**src/rtl/regfile_wb_arb_pkg.sv**
```systemverilog
// regfile_wb_arb_pkg: shared types and constants for the register-file
// write-back arbiter and its scoreboard.
//   DATA_W / ADDR_W / NUM_REGS : register-file geometry
//   reg_bus_t / ZERO_WORD      : data word type and its reset value
//   src_e                      : arbitration priority encoding (SRC_A / SRC_B)
package regfile_wb_arb_pkg;

   localparam int DATA_W   = 64;
   localparam int ADDR_W   = 5;
   localparam int NUM_REGS = 32;

   typedef logic [DATA_W-1:0] reg_bus_t;
   localparam reg_bus_t ZERO_WORD = 64'h0000_0000_0000_0000;

   typedef enum logic {
      SRC_A = 1'b0,
      SRC_B = 1'b1
   } src_e;

   // The requester that did not hold priority.
   function automatic src_e other_src(input src_e s);
      return (s == SRC_A) ? SRC_B : SRC_A;
   endfunction

endpackage

```
**src/rtl/regfile_wb_arb_scoreboard.sv**
```systemverilog
// wb_scoreboard: tracks registers with an outstanding long-latency write.
//   clk, rst             : clock, async active-low reset
//   iss_valid/iss_addr   : dispatch of a long-latency op; iss_ready = WAW stall
//   clr_ena/clr_addr     : long-latency write handshake retiring a register
//   q_addr1/q_addr2      : source queries; hazard1/hazard2 report pending writes
//   w_ena/w_addr         : write held in the output register (not yet committed)
//   busy                 : scoreboard vector, bit 0 hard-wired to 0
module wb_scoreboard
   import regfile_wb_arb_pkg::*;
(
   input  logic                clk,
   input  logic                rst,
   input  logic                iss_valid,
   input  logic [ADDR_W-1:0]   iss_addr,
   output logic                iss_ready,
   input  logic                clr_ena,
   input  logic [ADDR_W-1:0]   clr_addr,
   input  logic [ADDR_W-1:0]   q_addr1,
   input  logic [ADDR_W-1:0]   q_addr2,
   input  logic                w_ena,
   input  logic [ADDR_W-1:0]   w_addr,
   output logic                hazard1,
   output logic                hazard2,
   output logic [NUM_REGS-1:0] busy
);

   localparam logic [NUM_REGS-1:0] ONE_HOT0 = {{(NUM_REGS-1){1'b0}}, 1'b1};
   localparam logic [ADDR_W-1:0]   ADDR_X0  = {ADDR_W{1'b0}};

   logic [NUM_REGS-1:0] busy_r;
   logic [NUM_REGS-1:0] busy_nxt_s;
   logic [NUM_REGS-1:0] set_mask_s;
   logic [NUM_REGS-1:0] clr_mask_s;
   logic                iss_ready_s;

   // A register is hazardous while it awaits a long-latency write or while a
   // write to it sits in the output register one cycle before commit. x0 never is.
   function automatic logic lookup(input logic [NUM_REGS-1:0] bv,
                                   input logic [ADDR_W-1:0]   q,
                                   input logic                we,
                                   input logic [ADDR_W-1:0]   wa);
      return (q != ADDR_X0) && (bv[q] || (we && (wa == q)));
   endfunction

   // WAW stall, set/clear masks and next busy vector; set is OR-ed in after
   // clear so a same-address set and clear leaves the bit set.
   always_comb begin
      iss_ready_s = (iss_addr == ADDR_X0) || !busy_r[iss_addr];
      set_mask_s  = (iss_valid && iss_ready_s) ? (ONE_HOT0 << iss_addr) : {NUM_REGS{1'b0}};
      clr_mask_s  = clr_ena ? (ONE_HOT0 << clr_addr) : {NUM_REGS{1'b0}};
      busy_nxt_s  = ((busy_r & ~clr_mask_s) | set_mask_s) & ~ONE_HOT0;
   end

   // Busy-vector state register.
   always_ff @(posedge clk or negedge rst) begin
      if (!rst) begin
         busy_r <= {NUM_REGS{1'b0}};
      end else begin
         busy_r <= busy_nxt_s;
      end
   end

   assign iss_ready = iss_ready_s;
   assign busy      = busy_r;
   assign hazard1   = lookup(busy_r, q_addr1, w_ena, w_addr);
   assign hazard2   = lookup(busy_r, q_addr2, w_ena, w_addr);

endmodule

```
**src/rtl/regfile_wb_arb.sv**
```systemverilog
// regfile_wb_arb: shares the register file's single write port between a
// single-cycle requester (A) and a long-latency requester (B), with a
// scoreboard of outstanding B writes for hazard and WAW checks.
//   clk, rst                      : clock, async active-low reset
//   a_valid/a_ready/a_addr/a_data : requester A write channel
//   b_valid/b_ready/b_addr/b_data : requester B write channel
//   iss_valid/iss_ready/iss_addr  : dispatch of ops to unit B
//   q_addr1/q_addr2, hazard1/2    : read-after-write hazard queries
//   w_ena/w_addr/w_data           : registered regfile write port
//   busy                          : scoreboard vector
module regfile_wb_arb
   import regfile_wb_arb_pkg::*;
(
   input  logic                clk,
   input  logic                rst,
   input  logic                a_valid,
   output logic                a_ready,
   input  logic [ADDR_W-1:0]   a_addr,
   input  logic [DATA_W-1:0]   a_data,
   input  logic                b_valid,
   output logic                b_ready,
   input  logic [ADDR_W-1:0]   b_addr,
   input  logic [DATA_W-1:0]   b_data,
   input  logic                iss_valid,
   output logic                iss_ready,
   input  logic [ADDR_W-1:0]   iss_addr,
   input  logic [ADDR_W-1:0]   q_addr1,
   input  logic [ADDR_W-1:0]   q_addr2,
   output logic                hazard1,
   output logic                hazard2,
   output logic                w_ena,
   output logic [ADDR_W-1:0]   w_addr,
   output logic [DATA_W-1:0]   w_data,
   output logic [NUM_REGS-1:0] busy
);

   localparam logic [ADDR_W-1:0] ADDR_X0 = {ADDR_W{1'b0}};

   src_e                prio_r;
   src_e                prio_nxt_s;
   logic                a_ready_s;
   logic                b_ready_s;
   logic                a_hs_s;
   logic                b_hs_s;
   logic                w_ena_r;
   logic [ADDR_W-1:0]   w_addr_r;
   reg_bus_t            w_data_r;
   logic                w_ena_nxt_s;
   logic [ADDR_W-1:0]   w_addr_nxt_s;
   reg_bus_t            w_data_nxt_s;

   // Arbitration: an uncontended requester always wins; under contention the
   // priority holder wins and priority passes to the loser for next cycle.
   always_comb begin
      a_ready_s = !b_valid || (prio_r == SRC_A);
      b_ready_s = !a_valid || (prio_r == SRC_B);
      a_hs_s    = a_valid && a_ready_s;
      b_hs_s    = b_valid && b_ready_s;
      if (a_valid && b_valid) begin
         prio_nxt_s = other_src(prio_r);
      end else begin
         prio_nxt_s = prio_r;
      end
   end

   // Next write-port contents; x0 writes are accepted but never enabled.
   always_comb begin
      w_ena_nxt_s  = 1'b0;
      w_addr_nxt_s = w_addr_r;
      w_data_nxt_s = w_data_r;
      if (b_hs_s) begin
         w_ena_nxt_s  = (b_addr != ADDR_X0);
         w_addr_nxt_s = b_addr;
         w_data_nxt_s = b_data;
      end else if (a_hs_s) begin
         w_ena_nxt_s  = (a_addr != ADDR_X0);
         w_addr_nxt_s = a_addr;
         w_data_nxt_s = a_data;
      end else begin
         w_ena_nxt_s  = 1'b0;
      end
   end

   // Priority and output-register state.
   always_ff @(posedge clk or negedge rst) begin
      if (!rst) begin
         prio_r   <= SRC_B;
         w_ena_r  <= 1'b0;
         w_addr_r <= ADDR_X0;
         w_data_r <= ZERO_WORD;
      end else begin
         prio_r   <= prio_nxt_s;
         w_ena_r  <= w_ena_nxt_s;
         w_addr_r <= w_addr_nxt_s;
         w_data_r <= w_data_nxt_s;
      end
   end

   wb_scoreboard u_sb (
      .clk       (clk),
      .rst       (rst),
      .iss_valid (iss_valid),
      .iss_addr  (iss_addr),
      .iss_ready (iss_ready),
      .clr_ena   (b_hs_s),
      .clr_addr  (b_addr),
      .q_addr1   (q_addr1),
      .q_addr2   (q_addr2),
      .w_ena     (w_ena_r),
      .w_addr    (w_addr_r),
      .hazard1   (hazard1),
      .hazard2   (hazard2),
      .busy      (busy)
   );

   assign a_ready = a_ready_s;
   assign b_ready = b_ready_s;
   assign w_ena   = w_ena_r;
   assign w_addr  = w_addr_r;
   assign w_data  = w_data_r;

endmodule

```
**config.mk**
```make
export PLATFORM = sky130hd
export DESIGN_NAME = regfile_wb_arb
export DESIGN_NICKNAME = d
export VERILOG_FILES = /design/src/rtl/regfile_wb_arb_pkg.sv /design/src/rtl/regfile_wb_arb_scoreboard.sv /design/src/rtl/regfile_wb_arb.sv
export SDC_FILE = /design/constraint.sdc
export NUM_CORES = 1
export LEC_CHECK = 0
export CAP_MARGIN = 20
export CORE_MARGIN = 5
export CORE_UTILIZATION = 44
export DETAILED_ROUTE_END_ITERATION = 6
export PLACE_DENSITY = 0.87
export SETUP_SLACK_MARGIN = 0.4
export SKIP_CTS_REPAIR_TIMING = 1
export SYNTH_ARGS = -nofsm -noshare
export SYNTH_HDL_FRONTEND = slang
export SYNTH_SLANG_ARGS = --single-unit
```
**constraint.sdc**
```tcl
create_clock -name clk -period 3.6 [get_ports clk]
set_input_delay 0.72 -clock clk [delete_from_list [all_inputs] [get_ports clk]]
set_output_delay 0.72 -clock clk [all_outputs]
set_load 0.01 [all_outputs]
```
==> flow_metrics.tcl, run 1 <==
set metrics [dict create \
    grt_first_pass_wirelength_microns 31500 \
    vias 5656 \
    reg2reg_to "u_sb.busy[24]" \
    reg2reg_from "u_sb.busy[1]" \
    final_common_cell "clkdlybuf4s50_1" \
    path_class "input pin to output pin" \
    h-tree-depth 3 \
    synth-seq-cells 102 \
    antenna_found_initial 0 \
    synth_largest_area_cell "dfrtp_1" \
    die_y_microns 120 \
    ys_seq_area_frac 0.479 \
    finalClockSkew_ns 0.0102 \
    max_slew_margin 0.468 \
    startpoint "q_addr2[4]" \
    finalInstanceArea_sq_mm 0.00851 \
    fmax_ghz 0.288 \
    crit_fanout 5 \
    drt_iter0_drc 463 \
    end_kind "output pin" \
    gp_congestion 1.02 \
    avgSynthCellArea_sq_um 9.65 \
    area_growth_pct 59.8 \
    maxCapViolations 0 \
    drc 0 \
    via_per_inst 5.89 \
    firstDrtPassIters 5 \
    startpoint_type "input pin" \
    die_area_sq_mm 0.0144 \
    seqCellArea_sq_mm 0.00255 \
    cp.arrival_ns 2.75 \
    syn_inst 552 \
    status "finished clean" \
    grt_overflow 0 \
    initial_utilization 0.445 \
    nets 968 \
    setup_viol 0 \
    netlist_area_sq_mm 0.00533 \
    hold_violations 0 \
    rsz0062_at_grt "true" \
    drive_above_1_share 0.106 \
    grt_max_degree 61 \
    maxSlewViolCount 0 \
    fp.coreArea_sq_mm 0.0120 \
    cts_tree "done" \
    period_needed_ns 3.47 \
    post-route-util 0.712 \
    ys_types 48 \
    pin_count 265 \
    synth_top_area_share 0.475 \
    n_fill_cell 859 \
    hp-class "input pin to asynchronous set/reset pin" \
    worst_pin_slew_ns 0.796 \
    wl_met1_microns 7400 \
    timing.final.crit_share 0.963 \
    finalWorstSetupSlack_ns 0.134 \
    yosysWarningCount 0 \
    root_buffer "clkbuf_16" \
    place_hpwl_microns 15800 \
    chipWidth_microns 120 \
    whs_ns 0.377 \
    peakVddDrop_mv 0.403 \
    reg2reg_slack_ns 1.37 \
    dr_wl_met2_microns 10200 \
    multi_input_area_sq_mm 0.00262 \
    num_rows 40 \
    numCtsBuffers 9 \
    drt-wirelength-per-cell_microns 21.3 \
    io_buffers 263 \
    wl_met3_microns 1960 \
    cts_sinks 102 \
    drtAntennaViolNets 0 \
    layout_common_cells "252 x clkdlybuf4s50_1, 144 x nor2_1, 101 x dfrtp_1, 68 x o22ai_1, 43 x o21ai_0" \
    synthArstFlopShare 1.00 \
    power_density_mw_per_mm2 519 \
    grt_util_all_layers 0.280 \
    clock_latency_ns 0.35 \
    yosys-top-cells-area "dfrtp_1 47%, nor2_1 10%, mux4_2 8.9%" \
    diodes 0 \
    synthFlopType "dfrtp_1" \
    top_layer "met4" \
    cp.required_ns 2.88 \
    synthesis.nets 710 \
    reg2reg_depth 6 \
    synth-edff-count 0 \
    clock_path_buffers 2 \
    path_clk_slew_ns 0.07 \
    p_leak_nw 3.42 \
    totalWireLength_microns 20400 \
    pre_cts_ws_ns -0.302 \
    dpl-instance-area_sq_mm 0.00817 \
    grt_pass1_vias 5973 \
]
-- worst max-delay path, stage by stage --
cell,delay [ns]
clkdlybuf4s50_1,0.53
xor2_1,0.19
nor4_1,0.22
and3_1,0.22
o32ai_1,0.09
a22oi_1,0.21
clkdlybuf4s50_1,0.57
-- synthesized netlist by cell type, types with 7 or more instances --
cell,number
dfrtp_1,101
xor2_1,8
mux2_2,11
o21ai_0,43
nand2b_1,7
mux4_2,21
o22ai_1,68
clkbuf_1,28
nor2_1,144
o21ai_1,10
o41ai_1,7
nand2_1,21
-- sequential cells by signal (all words and copies together) (netlist names) --
signal and flops:
w_data 64, u_sb.busy 31, w_addr 5, prio_r 1, w_ena 1
-- layout make-up --
| type | count | area share |
|---|---|---|
| clock inverter | 4 | 0.00368 |
| multi-input combinational | 409 | 0.308 |
| tap | 147 | 0.0216 |
| sequential | 102 | 0.300 |
| clock buffer | 11 | 0.0285 |
| inverter | 2 | 0.000882 |
| timing repair buffer | 286 | 0.338 |
-- logic make-up (layout without fill, tap and decap cells) --
group	Yosys count	in the layout	share of synthesized area
simple gates	213	213	0.173
compound gates	145	145	0.169
flops	102	102	0.479
buf+inv	41	303	0.0334
mux	39	39	0.126
xor+xnor	11	11	0.0181
other cells	1	1	0.000704
-- routing by layer --
layer  up-vias  GRT usage
li1       2523          -
met1      2676      0.325
met2       381      0.488
met3        76     0.0749
met4         0      0.114
met5         -          0
-- per-stage QoR --
step	cells	setup TNS, ns	power, W
after detailed placement	945	-0.518	0.00350
after global routing	961	0	0.00463
after global placement	945	-0.299	0.00344
final	961	0	0.00441
after floorplan	552	0	0.00240
after CTS	960	-0.552	0.00441
-- where the power goes --
group          switching, W  internal (W)
registers          0.000323       0.00142
clock network      0.000417      0.000487
logic              0.000769      0.000997
-- how the worst max path moves through the flow --
stage          slack (ns)  cells after the start      end
2_1_floorplan        0.72                      5  hazard1
3_3_place_gp        -0.14                      7  hazard2
3_5_place_dp        -0.30                      7  hazard2
4_1_cts             -0.32                      7  hazard2
5_1_grt              0.11                      7  hazard2
6_report             0.13                      7  hazard2
(Power assumes the default switching activity.)
==> run 2: changes to the inputs <==
--- a/config.mk
+++ b/config.mk
@@ -8,6 +8,7 @@
 export CAP_MARGIN = 20
 export CORE_MARGIN = 5
 export CORE_UTILIZATION = 44
+export CTS_CLUSTER_DIAMETER = 60
 export DETAILED_ROUTE_END_ITERATION = 6
 export PLACE_DENSITY = 0.87
 export SETUP_SLACK_MARGIN = 0.4
==> results of run 2 <==
The final DEF is identical to that of run 1; final timing and power are the same.
==> run 3: changes to the inputs <==
--- a/config.mk
+++ b/config.mk
@@ -6,6 +6,7 @@
 export NUM_CORES = 1
 export LEC_CHECK = 0
 export CAP_MARGIN = 20
+export CORE_ASPECT_RATIO = 1.5
 export CORE_MARGIN = 5
 export CORE_UTILIZATION = 44
 export CTS_CLUSTER_DIAMETER = 60
==> run 3 against run 2 <==
  * Sequential cell count unchanged
  * Sequential share of layout area down 0.18 points
  * Routed wire length up 6.4%
  * Count of clock-buffer cells in the layout up 1
  * Hold slack worse by 0.021 ns
  * Non-clock buffer count up 9
  * Sequential power about the same
  * Die area up 0.31%
  * Clock power up 6.6%
  * Fmax up 10%
  * Register-to-register slack better by 0.09 ns
  * Largest power group unchanged
  * Highest routed layer unchanged
==> flow_metrics.tcl, run 3 (synthesis gave the netlist of run 1 again) <==
set metrics [dict create \
    root_buffer "clkbuf_16" \
    nets 977 \
    area_growth_pct 60.8 \
    peakVddDrop_mv 0.362 \
    end_kind "output pin" \
    grt_util_all_layers 0.295 \
    gp_congestion 0.994 \
    n_fill_cell 910 \
    layout_common_cells "249 x clkdlybuf4s50_1, 144 x nor2_1, 101 x dfrtp_1, 68 x o22ai_1, 42 x o21ai_0" \
    finalClockSkew_ns 0.00757 \
    p_sw_frac 0.343 \
    fp.coreArea_sq_mm 0.0120 \
    period_needed_ns 3.14 \
    post-route-util 0.716 \
    slowest_stage "clkdlybuf4s50_1" \
    hold_violations 0 \
    antenna_found_initial 0 \
    cp.arrival_ns 2.42 \
    io_buffers 263 \
    die_y_microns 145 \
    via_per_inst 5.81 \
    path_class "input pin to output pin" \
    drc 0 \
    dpl-instance-area_sq_mm 0.00825 \
    drive_above_1_share 0.125 \
    clkPwrFrac 0.213 \
    diodes 0 \
    firstDrtPassIters 6 \
    grt_overflow 0 \
    final_common_cell "clkdlybuf4s50_1" \
    grt_pass1_vias 5990 \
    p_leak_nw 3.44 \
    hp-class "input pin to asynchronous set/reset pin" \
    critPathMaxStageDelay_ns 0.53 \
    cp_num_buf_inv 3 \
    path_delay_family "buffers and inverters" \
    pin_count 265 \
    status "finished clean" \
    power_w 0.00452 \
    crit_fanout 5 \
    finalInstanceArea_sq_mm 0.00856 \
    fmax_ghz 0.318 \
    intPower_w 0.00297 \
    numCtsBuffers 9 \
    die_area_sq_mm 0.0145 \
    totalWireLength_microns 21700 \
    drt_iter0_drc 414 \
    startpoint_type "input pin" \
    chipWidth_microns 99.8 \
    power_density_mw_per_mm2 528 \
    clock_latency_ns 0.34 \
    place_hpwl_microns 17300 \
    cts_tree "done" \
    finalWorstSetupSlack_ns 0.458 \
    p_comb_frac 0.396 \
    pwr-share-seq 0.391 \
    worst_pin_slew_ns 0.573 \
    grt_first_pass_wirelength_microns 32500 \
    cp.required_ns 2.88 \
    timing.final.crit_share 0.873 \
    clock_path_buffers 2 \
    h-tree-depth 3 \
    maxSlewViolCount 0 \
    num_rows 49 \
    initial_utilization 0.446 \
    drtAntennaViolNets 0 \
    largest_reg_flops 64 \
    maxCapViolations 0 \
    cp_cell_sequence "clkdlybuf4s50_1, buf_4, mux4_2, nor3_1, nor3_2, clkbuf_2" \
    whs_ns 0.356 \
    path_clk_slew_ns 0.07 \
    drt-wirelength-per-cell_microns 22.2 \
    vias 5672 \
    p_switching_w 0.00155 \
    rsz0062_at_grt "false" \
    grt_max_degree 57 \
    cts_sinks 102 \
    max_slew_margin 0.618 \
    setup_viol 0 \
    pre_cts_ws_ns -0.311 \
]
## run 3: changes by cell type in the layout (fill, tap and decap cells not counted), moves of 2 or more
| cell | delta |
|---|---|
| clkbuf_1 | +2 |
| clkbuf_2 | +6 |
| dlymetal6s2s_1 | -4 |
| clkdlybuf4s50_1 | -3 |
| buf_4 | +11 |
| clkinvlp_4 | -2 |
## run 3: power by group through the flow
| stage | Combinational [W] | Sequential, W | Clock (W) |
|---|---|---|---|
| after detailed placement | 0.00178 | 0.00177 | 0 |
| after global placement | 0.00173 | 0.00176 | 0 |
| final | 0.00179 | 0.00176 | 0.000964 |
| after floorplan | 0.000645 | 0.00176 | 0 |
| after CTS | 0.00179 | 0.00175 | 0.000977 |
| after global routing | 0.00191 | 0.00179 | 0.00102 |
## run 3: through the flow
| stage | TNS [ns] | instances |
|---|---|---|
| finish | 0 | 977 |
| global route | 0 | 977 |
| CTS | -0.693 | 977 |
| detailed placement | -0.691 | 961 |
| global placement | -0.480 | 961 |
| floorplan | 0 | 552 |
## run 3: final timing paths
kind | cells past startpoint | from | endpoint | slack, ns
max | 6 | q_addr1[2] | hazard1 | 0.46
min reg2reg | 1 | prio_r | prio_r | 0.50
max in group asynchronous | 2 | rst | u_sb.busy[8] | 2.37
max reg2reg | 6 | u_sb.busy[1] | u_sb.busy[27] | 1.46
min | 1 | rst | w_data[30] | 0.36
min in group clk | 1 | prio_r | prio_r | 0.50
## run 3: worst reg2reg max path, stage by stage (launching register included)
cell	delay (ns)
dfrtp_1	0.47
mux2_4	0.30
a221o_1	0.39
a31oi_4	0.22
a221oi_2	0.10
buf_4	0.18
o41ai_1	0.37
## run 3: cell type report
class / instances / area, sq um / share of cell area
well taps: 153 / 191 / 0.0224
repair buffers: 295 / 2880 / 0.336
clock buffers: 12 / 236 / 0.0276
clock inverters: 4 / 55.1 / 0.00643
flip-flops and latches: 102 / 2550 / 0.298
multi-input cells: 409 / 2640 / 0.308
inverters: 2 / 7.51 / 0.000877
## run 3: metal layers
| metal | wire length (microns) | vias to the layer above | global-route usage | part of all wire |
|---|---|---|---|---|
| li1 | - | 2545 | - | - |
| met2 | 11300 | 334 | 0.518 | 0.52 |
| met3 | 2060 | 79 | 0.0767 | 0.095 |
| met4 | 1060 | 0 | 0.158 | 0.049 |
| met1 | 7330 | 2714 | 0.324 | 0.34 |
| met5 | 0 | - | 0 | 0 |
